<file path="src/rtl/frame_unstacker_pkg.sv">
// frame_unstacker_pkg: shared widths and state type for the frame unstacker.
package frame_unstacker_pkg;

   localparam int unsigned PIXEL_W      = 16;
   localparam int unsigned WORD_W       = 128;
   localparam int unsigned PIX_PER_WORD = 8;
   localparam int unsigned IDX_W        = $clog2(PIX_PER_WORD);

   typedef enum logic [0:0] {
      SYNC = 1'b0,
      RUN  = 1'b1
   } fu_state_t;

endpackage

</file>
<file path="src/rtl/frame_unstacker_word_serializer.sv">
// frame_unstacker_word_serializer: holds one 128-bit word and streams it out
// as eight 16-bit pixels, pixel 0 from bits [15:0] first. Flags the frame-end
// pixel from the two last-word flags captured with the word.
module frame_unstacker_word_serializer
   import frame_unstacker_pkg::*;
(
   input  logic               clk_in,
   input  logic               rst_in,
   input  logic               load,
   input  logic [WORD_W-1:0]  load_data,
   input  logic               load_exp_last,
   input  logic               load_in_last,
   output logic               load_ready,
   output logic [PIXEL_W-1:0] m_axis_data,
   output logic               m_axis_tlast,
   output logic               m_axis_valid,
   input  logic               m_axis_ready,
   output logic               word_done,
   output logic               word_exp_last,
   output logic               word_in_last
);

   logic [PIX_PER_WORD-1:0][PIXEL_W-1:0] buf_q;
   logic                                 buf_valid;
   logic [IDX_W-1:0]                     pix_idx;
   logic                                 exp_last_q;
   logic                                 in_last_q;
   logic                                 last_pix;
   logic                                 pix_hs;

   assign last_pix      = (pix_idx == IDX_W'(PIX_PER_WORD - 1));
   assign pix_hs        = buf_valid && m_axis_ready;
   assign word_done     = pix_hs && last_pix;
   // A new word may enter on the same cycle the final pixel leaves.
   assign load_ready    = !buf_valid || word_done;

   assign m_axis_valid  = buf_valid;
   assign m_axis_data   = buf_valid ? buf_q[pix_idx] : '0;
   assign m_axis_tlast  = buf_valid && last_pix && (exp_last_q || in_last_q);
   assign word_exp_last = exp_last_q;
   assign word_in_last  = in_last_q;

   // Buffer occupancy, pixel index and per-word last flags.
   always_ff @(posedge clk_in) begin
      if (rst_in) begin
         buf_valid  <= 1'b0;
         pix_idx    <= '0;
         exp_last_q <= 1'b0;
         in_last_q  <= 1'b0;
      end else if (load) begin
         buf_valid  <= 1'b1;
         pix_idx    <= '0;
         exp_last_q <= load_exp_last;
         in_last_q  <= load_in_last;
      end else if (word_done) begin
         buf_valid  <= 1'b0;
         pix_idx    <= '0;
      end else if (pix_hs) begin
         pix_idx    <= pix_idx + 1'b1;
      end
   end

   // Word storage; contents are don't-care while the buffer is empty.
   always_ff @(posedge clk_in) begin
      if (load) begin
         buf_q <= load_data;
      end
   end

endmodule

</file>
<file path="src/rtl/frame_unstacker.sv">
// frame_unstacker: turns 128-bit frame words into a 16-bit pixel AXI-Stream,
// locks onto frame boundaries and checks TLAST placement every frame.
// Optional build macro FRAME_UNSTACKER_ERR_CNT_EN adds a saturating
// err_count output counting frame_err pulses.
module frame_unstacker
   import frame_unstacker_pkg::*;
#(
   parameter int unsigned FRAME_WORDS = 115200
)(
   input  logic               clk_in,
   input  logic               rst_in,
   input  logic [WORD_W-1:0]  s_axis_data,
   input  logic               s_axis_tlast,
   input  logic               s_axis_valid,
   output logic               s_axis_ready,
   output logic [PIXEL_W-1:0] m_axis_data,
   output logic               m_axis_tlast,
   output logic               m_axis_valid,
   input  logic               m_axis_ready,
   output logic               in_sync,
`ifdef FRAME_UNSTACKER_ERR_CNT_EN
   output logic [15:0]        err_count,
`endif
   output logic               frame_err
);

   localparam int unsigned    CNT_W    = (FRAME_WORDS > 1) ? $clog2(FRAME_WORDS) : 1;
   localparam logic [CNT_W-1:0] LAST_CNT = CNT_W'(FRAME_WORDS - 1);

   fu_state_t        state;
   logic [CNT_W-1:0] word_cnt;
   logic [CNT_W-1:0] word_cnt_eff;
   logic             ser_ready;
   logic             word_done;
   logic             w_exp;
   logic             w_in;
   logic             missing_last;
   logic             s_hs;
   logic             load;

   assign missing_last = word_done && w_exp && !w_in;
   assign s_axis_ready = (state == SYNC) ? 1'b1 : ser_ready;
   assign s_hs         = s_axis_valid && s_axis_ready;
   // A word arriving alongside the final pixel of a word with missing TLAST
   // is treated as a SYNC-state word: dropped, and used to resync if TLAST.
   assign load         = s_hs && (state == RUN) && !missing_last;
   assign in_sync      = (state == RUN);

   // Word count as it stands after this cycle's word completion, so a word
   // loaded alongside the previous word's final pixel sees its true index.
   always_comb begin
      word_cnt_eff = word_cnt;
      if (word_done) begin
         if (w_exp || w_in) begin
            word_cnt_eff = '0;
         end else begin
            word_cnt_eff = word_cnt + 1'b1;
         end
      end
   end

   frame_unstacker_word_serializer u_ser (
      .clk_in        (clk_in),
      .rst_in        (rst_in),
      .load          (load),
      .load_data     (s_axis_data),
      .load_exp_last (word_cnt_eff == LAST_CNT),
      .load_in_last  (s_axis_tlast),
      .load_ready    (ser_ready),
      .m_axis_data   (m_axis_data),
      .m_axis_tlast  (m_axis_tlast),
      .m_axis_valid  (m_axis_valid),
      .m_axis_ready  (m_axis_ready),
      .word_done     (word_done),
      .word_exp_last (w_exp),
      .word_in_last  (w_in)
   );

   // Frame lock FSM, word counter and alignment check.
   always_ff @(posedge clk_in) begin
      if (rst_in) begin
         state     <= SYNC;
         word_cnt  <= '0;
         frame_err <= 1'b0;
      end else begin
         frame_err <= 1'b0;
         case (state)
            SYNC: begin
               if (s_hs && s_axis_tlast) begin
                  state    <= RUN;
                  word_cnt <= '0;
               end
            end
            RUN: begin
               if (word_done) begin
                  word_cnt <= word_cnt_eff;
                  if (w_exp != w_in) begin
                     frame_err <= 1'b1;
                  end
                  if (missing_last && !(s_hs && s_axis_tlast)) begin
                     state <= SYNC;
                  end
               end
            end
            default: state <= SYNC;
         endcase
      end
   end

`ifdef FRAME_UNSTACKER_ERR_CNT_EN
   // Saturating count of alignment errors.
   always_ff @(posedge clk_in) begin
      if (rst_in) begin
         err_count <= '0;
      end else if (frame_err && (err_count != '1)) begin
         err_count <= err_count + 16'd1;
      end
   end
`endif

endmodule
</file>
<file path="config.mk">
export PLATFORM = sky130hd
export DESIGN_NAME = frame_unstacker
export DESIGN_NICKNAME = d
export VERILOG_FILES = /design/src/rtl/frame_unstacker_pkg.sv /design/src/rtl/frame_unstacker_word_serializer.sv /design/src/rtl/frame_unstacker.sv
export SDC_FILE = /design/constraint.sdc
export NUM_CORES = 1
export LEC_CHECK = 0
export CAP_MARGIN = 40
export CORE_UTILIZATION = 45
export CTS_CLUSTER_SIZE = 30
export DETAILED_ROUTE_END_ITERATION = 10
export GPL_ROUTABILITY_DRIVEN = 0
export GPL_TIMING_DRIVEN = 0
export MAX_ROUTING_LAYER = met4
export PLACE_DENSITY = 0.77
export SETUP_SLACK_MARGIN = 0.5
export SYNTH_ARGS = -nofsm -noshare
export SYNTH_HDL_FRONTEND = slang
export SYNTH_SLANG_ARGS = --single-unit
</file>
<file path="constraint.sdc">
create_clock -name clk_in -period 4.5 [get_ports clk_in]
set_input_delay 1.35 -clock clk_in [delete_from_list [all_inputs] [get_ports clk_in]]
set_output_delay 1.35 -clock clk_in [all_outputs]
set_load 0.005 [all_outputs]
</file>
==> results_dict.tcl, run 1 <==
set metrics [dict create \
    power.leakage_uw 0.00280 \
    layout-drive-gt1-share 0.146 \
    sum_of_net_half_perimeters_after_detailed_placement_mm 10.4 \
    grt_start_max_net_pins 45 \
    setup_viol 0 \
    htree_num_levels 4 \
    reg2reg_depth 8 \
    totalNegativeSetupSlack_ns 0 \
    criticalPathCategory "input port to output pin" \
    drt-initial-drc-count 452 \
    stdcell_area_sq_um 8780 \
    pre_cts_ws_ns 0.124 \
    die_w_um 121 \
    grt_antenna_before_repair 0 \
    diodes 0 \
    tritoncts.num_buffers 17 \
    crit_fanout 10 \
    power.sequential.fraction 0.509 \
    dr.pass1.iters 7 \
    postLayoutSetupSlackWorst_ns 0.647 \
    die_height_um 121 \
    multi_input_area_sq_um 1920 \
    report.final.hold_viol_count 0 \
    switching_power_of_the_nets_uw 638 \
    postSynth.asyncResetShare 0 \
    outcome "finished, final reports clean" \
    cell_internal_pwr_uw 2480 \
    slew_viol_final 0 \
    critical_path.reg2reg.startpoint "u_ser.pix_idx[0]" \
    clock_sink_count 153 \
    grt.total_usage 0.215 \
    row_count 43 \
    slew_headroom 0.571 \
    mappedNetlistArea_sq_um 6370 \
    grt_overflow_total 0 \
    clock_slew_at_the_register_clock_pins_of_the_worst_setup_and_hold_paths_ns 0.06 \
    vdd_ir_drop_max_v 0.000246 \
    number_of_global_route_vias_before_repair 4293 \
    cts-root-buf "clkbuf_16" \
    initial_core_util 0.461 \
    remaining_drc_errors 0 \
    critPathCaptureType "output pin" \
    count_of_flip_flops_with_a_built_in_enable_after_synthesis 128 \
    fillers 976 \
    hold_start "u_ser.word_exp_last" \
    unrepaired_setup_endpoints_after_global_routing "true" \
    design.core.area_sq_um 13800 \
    clock_power_share 0.421 \
    clock-skew-final_ns 0.0143 \
    maxClockFrequency_ghz 0.260 \
    hold_path.class "flip-flop to flip-flop" \
    post-route-period-util 0.856 \
    layout_min_cycle_time_ns 3.85 \
    ys_seq_area_frac 0.682 \
    syn-mean-instance-area_sq_um 15.8 \
    totalPowerFinal_uw 3120 \
    critical_path.reg2reg.endpoint "u_ser.buf_q[58]" \
    worst-endpoint-required_ns 3.15 \
    yosys_register_bits 153 \
    syn_inst 403 \
    synth_nets 540 \
    die-area_sq_um 14600 \
    post-cts-setup-buffers 0 \
    ys_warn_count 0 \
    worst_slew_pin_slew_ns 0.639 \
    area_growth_syn_to_layout_pct 37.8 \
    min_path_cells 2 \
    vias 4245 \
    final_nets 716 \
    synth_flop_cell "edfxtp_1" \
    global_route_wire_length_before_repair_mm 22.2 \
    tritoncts "built" \
    crit_arrival_ns 2.50 \
    timing.hold.worst_endpoint "u_ser.word_exp_last" \
    worst_skew_pair.late_latency_ns 0.42 \
    io_buffer_count 153 \
    floorplan.io_pins 154 \
    viasPerCell 5.51 \
    drt.antenna.violating_nets 0 \
    power_per_cell_area_nw_per_um2 355 \
    drt-total-wl_mm 14.3 \
    area.sequential_sq_um 4340 \
    max_cap_violations 0 \
    power.combinational.fraction 0.070 \
    worstSetupStartpointType "input port" \
    rrSetupSlack_ns 2.07 \
    route.detailed.wl_per_inst_um 18.6 \
    clock_path_buffers 2 \
    dpl_cell_area_sq_um 8200 \
    finalCoreUtilization 0.635 \
    p_sw_frac 0.204 \
    synth_cell_type_count 45 \
]
-- worst max-delay path, cell delays in order --
cell,delay [ns]
clkbuf_2,0.18
nand3_4,0.14
buf_2,0.23
nand3_1,0.10
clkdlybuf4s50_1,0.51
-- cell type report --
class	count	area share
timing repair buffer	157	0.182
sequential	153	0.495
inverter	7	0.00342
multi-input combinational	222	0.219
buffer	21	0.0128
clock buffer	18	0.0489
clock inverter	13	0.0138
tap	180	0.0256
-- Yosys cell counts (2+ instances only) --
| master | n | area share |
|---|---|---|
| mux4_2 | 32 | 0.11 |
| nor3b_1 | 3 | 0.0035 |
| xnor2_1 | 6 | 0.0082 |
| nor2_1 | 27 | 0.016 |
| nand2_1 | 24 | 0.014 |
| o211ai_1 | 2 | 0.0024 |
| ha_1 | 4 | 0.0079 |
| a211oi_1 | 2 | 0.0024 |
| nor4_1 | 4 | 0.0039 |
| nand4_1 | 2 | 0.0020 |
| nor2b_1 | 18 | 0.018 |
| mux2i_1 | 16 | 0.025 |
| buf_2 | 7 | 0.0055 |
| nand3_1 | 10 | 0.0079 |
| a41oi_1 | 3 | 0.0041 |
| edfxtp_1 | 128 | 0.60 |
| and3_1 | 4 | 0.0039 |
| a22oi_1 | 4 | 0.0047 |
| a311oi_1 | 3 | 0.0041 |
| nand4b_1 | 4 | 0.0055 |
| xor2_1 | 2 | 0.0027 |
| and2_1 | 2 | 0.0020 |
| clkbuf_1 | 14 | 0.0082 |
| o31ai_1 | 2 | 0.0024 |
| dfxtp_1 | 25 | 0.079 |
| a21oi_1 | 18 | 0.014 |
| o21ai_1 | 2 | 0.0016 |
| nor3_1 | 3 | 0.0024 |
| nand4_2 | 2 | 0.0039 |
| inv_1 | 7 | 0.0041 |
| o21ai_0 | 9 | 0.0071 |
-- state kept, by name, summed over array words and instances (netlist names) --
| name | cells |
|---|---|
| frame_err | 1 |
| u_ser.word_in_last | 1 |
| u_ser.m_axis_valid | 1 |
| word_cnt | 17 |
| u_ser.pix_idx | 3 |
| u_ser.word_exp_last | 1 |
| u_ser.buf_q | 128 |
| in_sync | 1 |
-- repair_timing --
action	in CTS	in global routing
gates cloned	0	0
pin swaps	0	0
gates resized for setup	9	10
endpoints found under the setup margin	17	9
hold buffers	0	0
endpoints found under the hold margin	0	0
-- worst max path at each step --
stage / slack (ns) / depth (start not counted) / endpoint / start
floorplan: 0.52 / 4 / u_ser.buf_q[0] / m_axis_ready
global placement: -0.77 / 5 / u_ser.buf_q[10] / m_axis_ready
detailed placement: 0.12 / 5 / s_axis_ready / m_axis_ready
CTS: 0.43 / 5 / s_axis_ready / m_axis_ready
global route: 0.46 / 6 / m_axis_data[4] / u_ser.pix_idx[0]
finish: 0.65 / 5 / s_axis_ready / m_axis_ready
-- per-stage QoR --
| stage | instances | hold slack [ns] |
|---|---|---|
| 2_1_floorplan | 403 | 0.447 |
| 3_3_place_gp | 736 | 0.487 |
| 3_5_place_dp | 740 | 0.495 |
| 5_1_grt | 771 | 0.536 |
| 4_1_cts | 771 | 0.503 |
| 6_report | 771 | 0.505 |
-- power groups by stage --
stage / Clock [uW] / Sequential (uW) / Combinational (uW)
floorplan: 0 / 1620 / 64.8
global placement: 0 / 1620 / 208
detailed placement: 0 / 1620 / 218
CTS: 1330 / 1590 / 220
global route: 1390 / 1590 / 234
finish: 1310 / 1590 / 218
-- layout by cell type, fill, tap and decap left out, types with 4 or more instances in the layout --
| cell | instances |
|---|---|
| and3_1 | 4 |
| clkbuf_16 | 17 |
| clkinvlp_4 | 5 |
| clkdlybuf4s50_1 | 152 |
| dfxtp_1 | 25 |
| ha_1 | 4 |
| mux4_2 | 32 |
| o21ai_0 | 9 |
| buf_2 | 7 |
| clkbuf_1 | 10 |
| nor2_1 | 27 |
| edfxtp_1 | 128 |
| nand3_1 | 10 |
| buf_6 | 4 |
| a22oi_1 | 4 |
| mux2i_1 | 16 |
| a21oi_1 | 18 |
| inv_1 | 6 |
| xnor2_1 | 6 |
| nand2_1 | 24 |
| nor4_1 | 4 |
| nor2b_1 | 18 |
| nand4b_1 | 4 |
-- cell families after synthesis --
logic type               after synthesis  synth area share
flip-flops                           153             0.682
AND/OR/NAND/NOR                      111            0.0929
AO/OA/AOI/OAI                         51            0.0505
multiplexers                          48             0.138
buffers and inverters                 28            0.0179
XOR/XNOR                               8            0.0110
adder cells (fa/ha/maj)                4           0.00785
-- per-layer routing --
| layer | global-route usage | vias to the layer above | wire [um] |
|---|---|---|---|
| met5 | - | - | 0 |
| met4 | 0.0926 | 0 | 363 |
| met3 | 0.0710 | 25 | 1220 |
| met2 | 0.351 | 213 | 7340 |
| met1 | 0.243 | 2074 | 5380 |
| li1 | - | 1933 | - |
Note: power is estimated with default switching activity, not from simulation.
==> run 2: changes to the inputs <==
--- a/config.mk
+++ b/config.mk
@@ -6,13 +6,13 @@
 export NUM_CORES = 1
 export LEC_CHECK = 0
 export CAP_MARGIN = 40
-export CORE_UTILIZATION = 45
+export CORE_UTILIZATION = 50
 export CTS_CLUSTER_SIZE = 30
 export DETAILED_ROUTE_END_ITERATION = 10
 export GPL_ROUTABILITY_DRIVEN = 0
 export GPL_TIMING_DRIVEN = 0
 export MAX_ROUTING_LAYER = met4
-export PLACE_DENSITY = 0.77
+export PLACE_DENSITY = 0.81
 export SETUP_SLACK_MARGIN = 0.5
 export SYNTH_ARGS = -nofsm -noshare
 export SYNTH_HDL_FRONTEND = slang
==> constraint.sdc (replaced) <==
create_clock -name clk_in -period 3.72 [get_ports clk_in]
set_input_delay 1.116 -clock clk_in [delete_from_list [all_inputs] [get_ports clk_in]]
set_output_delay 1.116 -clock clk_in [all_outputs]
set_load 0.005 [all_outputs]
==> results_dict.tcl, run 2 (synthesis gave the netlist of run 1 again) <==
set metrics [dict create \
    outcome "finished, final reports clean" \
    critPathCaptureType "output pin" \
    die_height_um 115 \
    layout.cells.non_filler 784 \
    remaining_drc_errors 0 \
    layout_min_cycle_time_ns 3.30 \
    die-area_sq_um 13200 \
    io_buffer_count 153 \
    drt.antenna.violating_nets 0 \
    setup_viol 0 \
    initial_core_util 0.522 \
    slew_viol_final 0 \
    largest_register_ff_count 128 \
    top_register "u_ser.buf_q" \
    global_route_wire_length_before_repair_mm 25.9 \
    drt-initial-drc-count 496 \
    slew_headroom 0.543 \
    crit_arrival_ns 2.19 \
    hold_path.class "flip-flop to flip-flop" \
    postLayoutSetupSlackWorst_ns 0.417 \
    drt-total-wl_mm 17.9 \
    worstSetupStartpointType "flip-flop" \
    grt_antenna_before_repair 0 \
    mostFrequentLayoutCells "clkdlybuf4s50_1, edfxtp_1, mux4_2" \
    gr-usage-met2 0.461 \
    layout.cells.most_common "clkdlybuf4s50_1" \
    worst-endpoint-required_ns 2.60 \
    placedCellCount 728 \
    power.leakage_uw 0.00305 \
    global_route_met1_utilization 0.342 \
    sum_of_net_half_perimeters_after_detailed_placement_mm 11.2 \
    grt_overflow_total 0 \
    layout-drive-gt1-share 0.221 \
    post-route-period-util 0.888 \
    crit_fanout 7 \
    floorplan.io_pins 154 \
    top_registers "u_ser.buf_q x128, word_cnt x17, u_ser.pix_idx x3" \
    die_w_um 115 \
    power_per_cell_area_nw_per_um2 435 \
    grt.met3_usage 0.0791 \
    clock_sink_count 153 \
    tritoncts.num_buffers 17 \
    grt_start_max_net_pins 40 \
    worst_skew_pair.late_latency_ns 0.43 \
    criticalPathCategory "flip-flop to output pin" \
    fillers 728 \
    max_cap_violations 0 \
    route.detailed.wl_per_inst_um 22.8 \
    area_growth_syn_to_layout_pct 44.2 \
    worst_slew_pin_slew_ns 0.680 \
    number_of_global_route_vias_before_repair 4706 \
    htree_num_levels 4 \
    tritoncts "built" \
    grt.total_usage 0.289 \
    unrepaired_setup_endpoints_after_global_routing "true" \
    viasPerCell 5.81 \
    clock-skew-final_ns 0.0109 \
    design.core.area_sq_um 12200 \
    clock_slew_at_the_register_clock_pins_of_the_worst_setup_and_hold_paths_ns 0.06 \
    maxClockFrequency_ghz 0.303 \
    vdd_ir_drop_max_v 0.000431 \
    worst_hold_slack_ns 0.494 \
    pre_cts_ws_ns -0.212 \
    grt-busiest-layer "met2" \
    dr.pass1.iters 5 \
    final_nets 741 \
    vias 4553 \
    diodes 0 \
    clock_path_buffers 2 \
    report.final.hold_viol_count 0 \
    row_count 40 \
    cts-root-buf "clkbuf_16" \
]
[run 2: cell types whose count changed in the layout (fill, tap and decap cells not counted), moves of 3 or more]
| cell | previous run | this run |
|---|---|---|
| clkdlybuf4s50_1 | 152 | 136 |
| buf_4 | 0 | 11 |
| clkbuf_8 | 0 | 3 |
| buf_2 | 7 | 16 |
| buf_8 | 0 | 3 |
| clkbuf_1 | 10 | 6 |
| buf_12 | 3 | 11 |
| clkbuf_2 | 3 | 6 |
| buf_16 | 0 | 3 |
[run 2: final timing paths]
path                             from                  end  slack, ns  cells after the start
setup / recovery     u_ser.pix_idx[0]      m_axis_data[14]       0.42                      7
hold / removal    u_ser.word_exp_last  u_ser.word_exp_last       0.49                      2
setup reg to reg     u_ser.pix_idx[0]      u_ser.buf_q[91]       1.06                     10
hold reg to reg   u_ser.word_exp_last  u_ser.word_exp_last       0.49                      2
[run 2: report_power, final]
| group | internal (uW) | leakage (uW) | total, uW | switching, uW |
|---|---|---|---|---|
| Combinational | 195 | 0.00140 | 301 | 106 |
| Sequential | 1910 | 0.00137 | 1930 | 16.0 |
| Clock | 1060 | 0.000277 | 1770 | 712 |
| Total | 3160 | 0.00305 | 3990 | 834 |
[run 2: metrics by stage]
step | TNS, ns | power (uW) | util | cell area, sq um
after floorplan | 0 | 2040 | - | 6380
after CTS | 0 | 4000 | 0.747 | 9120
after global placement | -152.12 | 2210 | 0.665 | 8120
final | 0 | 3990 | 0.752 | 9190
after detailed placement | -6.67 | 2230 | 0.671 | 8190
after global routing | 0 | 4090 | 0.752 | 9190
[run 2: final cells by class]
type / count / area, sq um / area share
timing repair buffer: 181 / 1860 / 0.202
clock buffer: 17 / 425 / 0.0463
timing repair inverter: 1 / 5.00 / 0.000545
tap: 168 / 210 / 0.0229
multi-input combinational: 222 / 1940 / 0.212
buffer: 21 / 198 / 0.0215
clock inverter: 14 / 174 / 0.0189
inverter: 7 / 30.0 / 0.00327
sequential: 153 / 4350 / 0.473
[run 2: critical path, stage by stage (launching register included)]
cell	delay (ns)
dfxtp_2	0.35
clkbuf_16	0.17
buf_12	0.11
buf_12	0.12
mux4_2	0.54
mux2i_1	0.24
nor2b_1	0.09
buf_2	0.13
[run 2: metal layers]
metal | routed length [um] | part of all wire | vias to the layer above
met3 | 1440 | 0.081 | 46
met2 | 9110 | 0.51 | 265
met4 | 573 | 0.032 | 0
met1 | 6780 | 0.38 | 2255
li1 | - | - | 1987
met5 | 0 | 0 | -
[run 2: what timing repair did]
action | CTS | global route
gates resized for setup | 100 | 18
hold buffers | 0 | 0
setup buffers | 13 | 8
endpoints found under the setup margin | 57 | 56
pin swaps | 1 | 0
gates cloned | 4 | 0
==> run 3: changes to the inputs <==
--- a/config.mk
+++ b/config.mk
@@ -9,7 +9,6 @@
 export CORE_UTILIZATION = 50
 export CTS_CLUSTER_SIZE = 30
 export DETAILED_ROUTE_END_ITERATION = 10
-export GPL_ROUTABILITY_DRIVEN = 0
 export GPL_TIMING_DRIVEN = 0
 export MAX_ROUTING_LAYER = met4
 export PLACE_DENSITY = 0.81
==> results_dict.tcl, run 3 (synthesis gave the netlist of run 1 again) <==
set metrics [dict create \
    io_buffer_count 153 \
    largest_register_ff_count 128 \
    route.detailed.wl_per_inst_um 22.1 \
    mostFrequentLayoutCells "clkdlybuf4s50_1, edfxtp_1, mux4_2" \
    finalCoreUtilization 0.751 \
    clock_sink_count 153 \
    worst_hold_slack_ns 0.511 \
    critPathSlowestCell "mux4_2" \
    min_path_cells 2 \
    reg2reg_depth 10 \
    p_sw_frac 0.207 \
    critical_path.reg2reg.startpoint "u_ser.pix_idx[0]" \
    die_height_um 115 \
    totalPowerFinal_uw 4000 \
    power.leakage_uw 0.00306 \
    critical_path.reg2reg.endpoint "u_ser.buf_q[12]" \
    dpl_cell_area_sq_um 8190 \
    slew_headroom 0.511 \
    top_registers "u_ser.buf_q x128, word_cnt x17, u_ser.pix_idx x3" \
    worst_skew_pair.late_latency_ns 0.42 \
    switching_power_of_the_nets_uw 826 \
    die-area_sq_um 13200 \
    criticalPathCategory "flip-flop to output pin" \
    clock-skew-final_ns 0.00673 \
    grt.total_usage 0.285 \
    hold_path.class "flip-flop to flip-flop" \
    layout.cells.most_common "clkdlybuf4s50_1" \
    outcome "finished, final reports clean" \
    crit_arrival_ns 2.16 \
    vias 4478 \
    grt_antenna_before_repair 0 \
    cell_internal_pwr_uw 3170 \
    die_w_um 115 \
    viasPerCell 5.70 \
    layout_min_cycle_time_ns 3.28 \
    hold_start "u_ser.word_exp_last" \
    layout.cells.non_filler 785 \
    maxClockFrequency_ghz 0.305 \
    unrepaired_setup_endpoints_after_global_routing "true" \
    clock_power_share 0.444 \
    clock_slew_at_the_register_clock_pins_of_the_worst_setup_and_hold_paths_ns 0.06 \
    rrSetupSlack_ns 1.16 \
    cts-root-buf "clkbuf_16" \
    remaining_drc_errors 0 \
    sum_of_net_half_perimeters_after_detailed_placement_mm 11.0 \
    max_cap_violations 0 \
    grt_start_max_net_pins 45 \
    report.final.hold_viol_count 0 \
    tritoncts "built" \
    globalplace.congestion 0.888 \
    area_growth_syn_to_layout_pct 43.9 \
    htree_num_levels 4 \
    worst-endpoint-required_ns 2.60 \
    placedCellCount 728 \
    layout-drive-gt1-share 0.213 \
    power.combinational.fraction 0.074 \
    top_register "u_ser.buf_q" \
    cp_slowest_stage_delay_ns 0.50 \
    timing.hold.worst_endpoint "u_ser.word_exp_last" \
    crit_chain "clkbuf_16, buf_4, buf_12, mux4_2, mux2i_1, nor2b_1, clkbuf_2" \
    crit_fanout 7 \
    worstSetupStartpointType "flip-flop" \
    tritoncts.num_buffers 17 \
    stdcell_area_sq_um 9170 \
    power_per_cell_area_nw_per_um2 436 \
    post-route-period-util 0.881 \
    initial_core_util 0.522 \
    critPathCaptureType "output pin" \
    setup_viol 0 \
    worst_slew_pin_slew_ns 0.728 \
    dr.pass1.iters 5 \
    slew_viol_final 0 \
    floorplan.io_pins 154 \
    drt-total-wl_mm 17.3 \
    number_of_global_route_vias_before_repair 4614 \
    clock_path_buffers 2 \
    drt.antenna.violating_nets 0 \
    vdd_ir_drop_max_v 0.000421 \
    row_count 40 \
    grt_overflow_total 0 \
    drt-initial-drc-count 433 \
    design.core.area_sq_um 12200 \
    global_route_wire_length_before_repair_mm 25.5 \
    power.sequential.fraction 0.481 \
    final_nets 740 \
    cts.hold.buffers_added 0 \
]
## run 3: cell types whose count changed in the layout (fill, tap and decap cells not counted), sizes merged
cell           previous run  this run
clkbuf                   34        40
buf                      49        44
clkinvlp                  7         2
clkdlybuf4s50           136       135
dlygate4sd2               0         1
clkdlybuf4s15             0         1
clkinv                    3         4
inv                       9        10
diode                     0         1
dlymetal6s2s              0         1
## run 3: routing by layer
metal / track usage / up-vias / wire length [um]
li1: - / 1983 / -
met1: 0.337 / 2219 / 6590
met2: 0.463 / 251 / 8980
met3: 0.0907 / 25 / 1480
met4: 0.0996 / 0 / 293
met5: - / - / 0
## run 3: power by group through the flow
stage | combinational [uW] | sequential, uW | clock [uW]
2_1_floorplan | 78.4 | 1960 | 0
3_3_place_gp | 252 | 1960 | 0
3_5_place_dp | 268 | 1960 | 0
4_1_cts | 291 | 1920 | 1790
5_1_grt | 312 | 1930 | 1860
6_report | 297 | 1920 | 1780
## run 3: worst max-delay path: cells and delay by family, from the launching register on
| kind | cells | cell delay, ns |
|---|---|---|
| buf+inv | 4 | 0.55 |
| simple gates | 1 | 0.12 |
| mux | 2 | 0.71 |
| flops | 1 | 0.36 |
## run 3: area by class of cell
type	instances	area, sq um
Antenna cell	1	2.50
Buffer	21	213
Clock buffer	20	437
Clock inverter	12	166
Fill cell	742	3040
Inverter	7	30.0
Multi-Input combinational cell	222	1940
Sequential cell	153	4350
Tap cell	168	210
Timing Repair Buffer	181	1830
## run 3: worst max-delay path by stage
stage                           end  cells past startpoint  slack [ns]              from
finish               m_axis_data[9]                      7        0.44  u_ser.pix_idx[0]
global route         m_axis_data[4]                      8        0.36  u_ser.pix_idx[0]
CTS                  m_axis_data[9]                      6        0.45  u_ser.pix_idx[0]
detailed placement     s_axis_ready                      5       -0.17      m_axis_ready
global placement    u_ser.buf_q[12]                      5       -1.20      m_axis_ready
floorplan            u_ser.buf_q[0]                      4        0.02      m_axis_ready
## run 3: stage by stage
step	worst slack [ns]	setup TNS, ns
final	0.444	0
after detailed placement	-0.174	-0.174
after CTS	0.447	0
after global routing	0.363	0
after global placement	-1.20	-152.14
after floorplan	0.0196	0
## run 3: timing repair
action	4_1_cts	5_1_grt
endpoints found under the setup margin	18	17
cloned	3	0
gates resized for setup	80	26
setup buffers	12	9
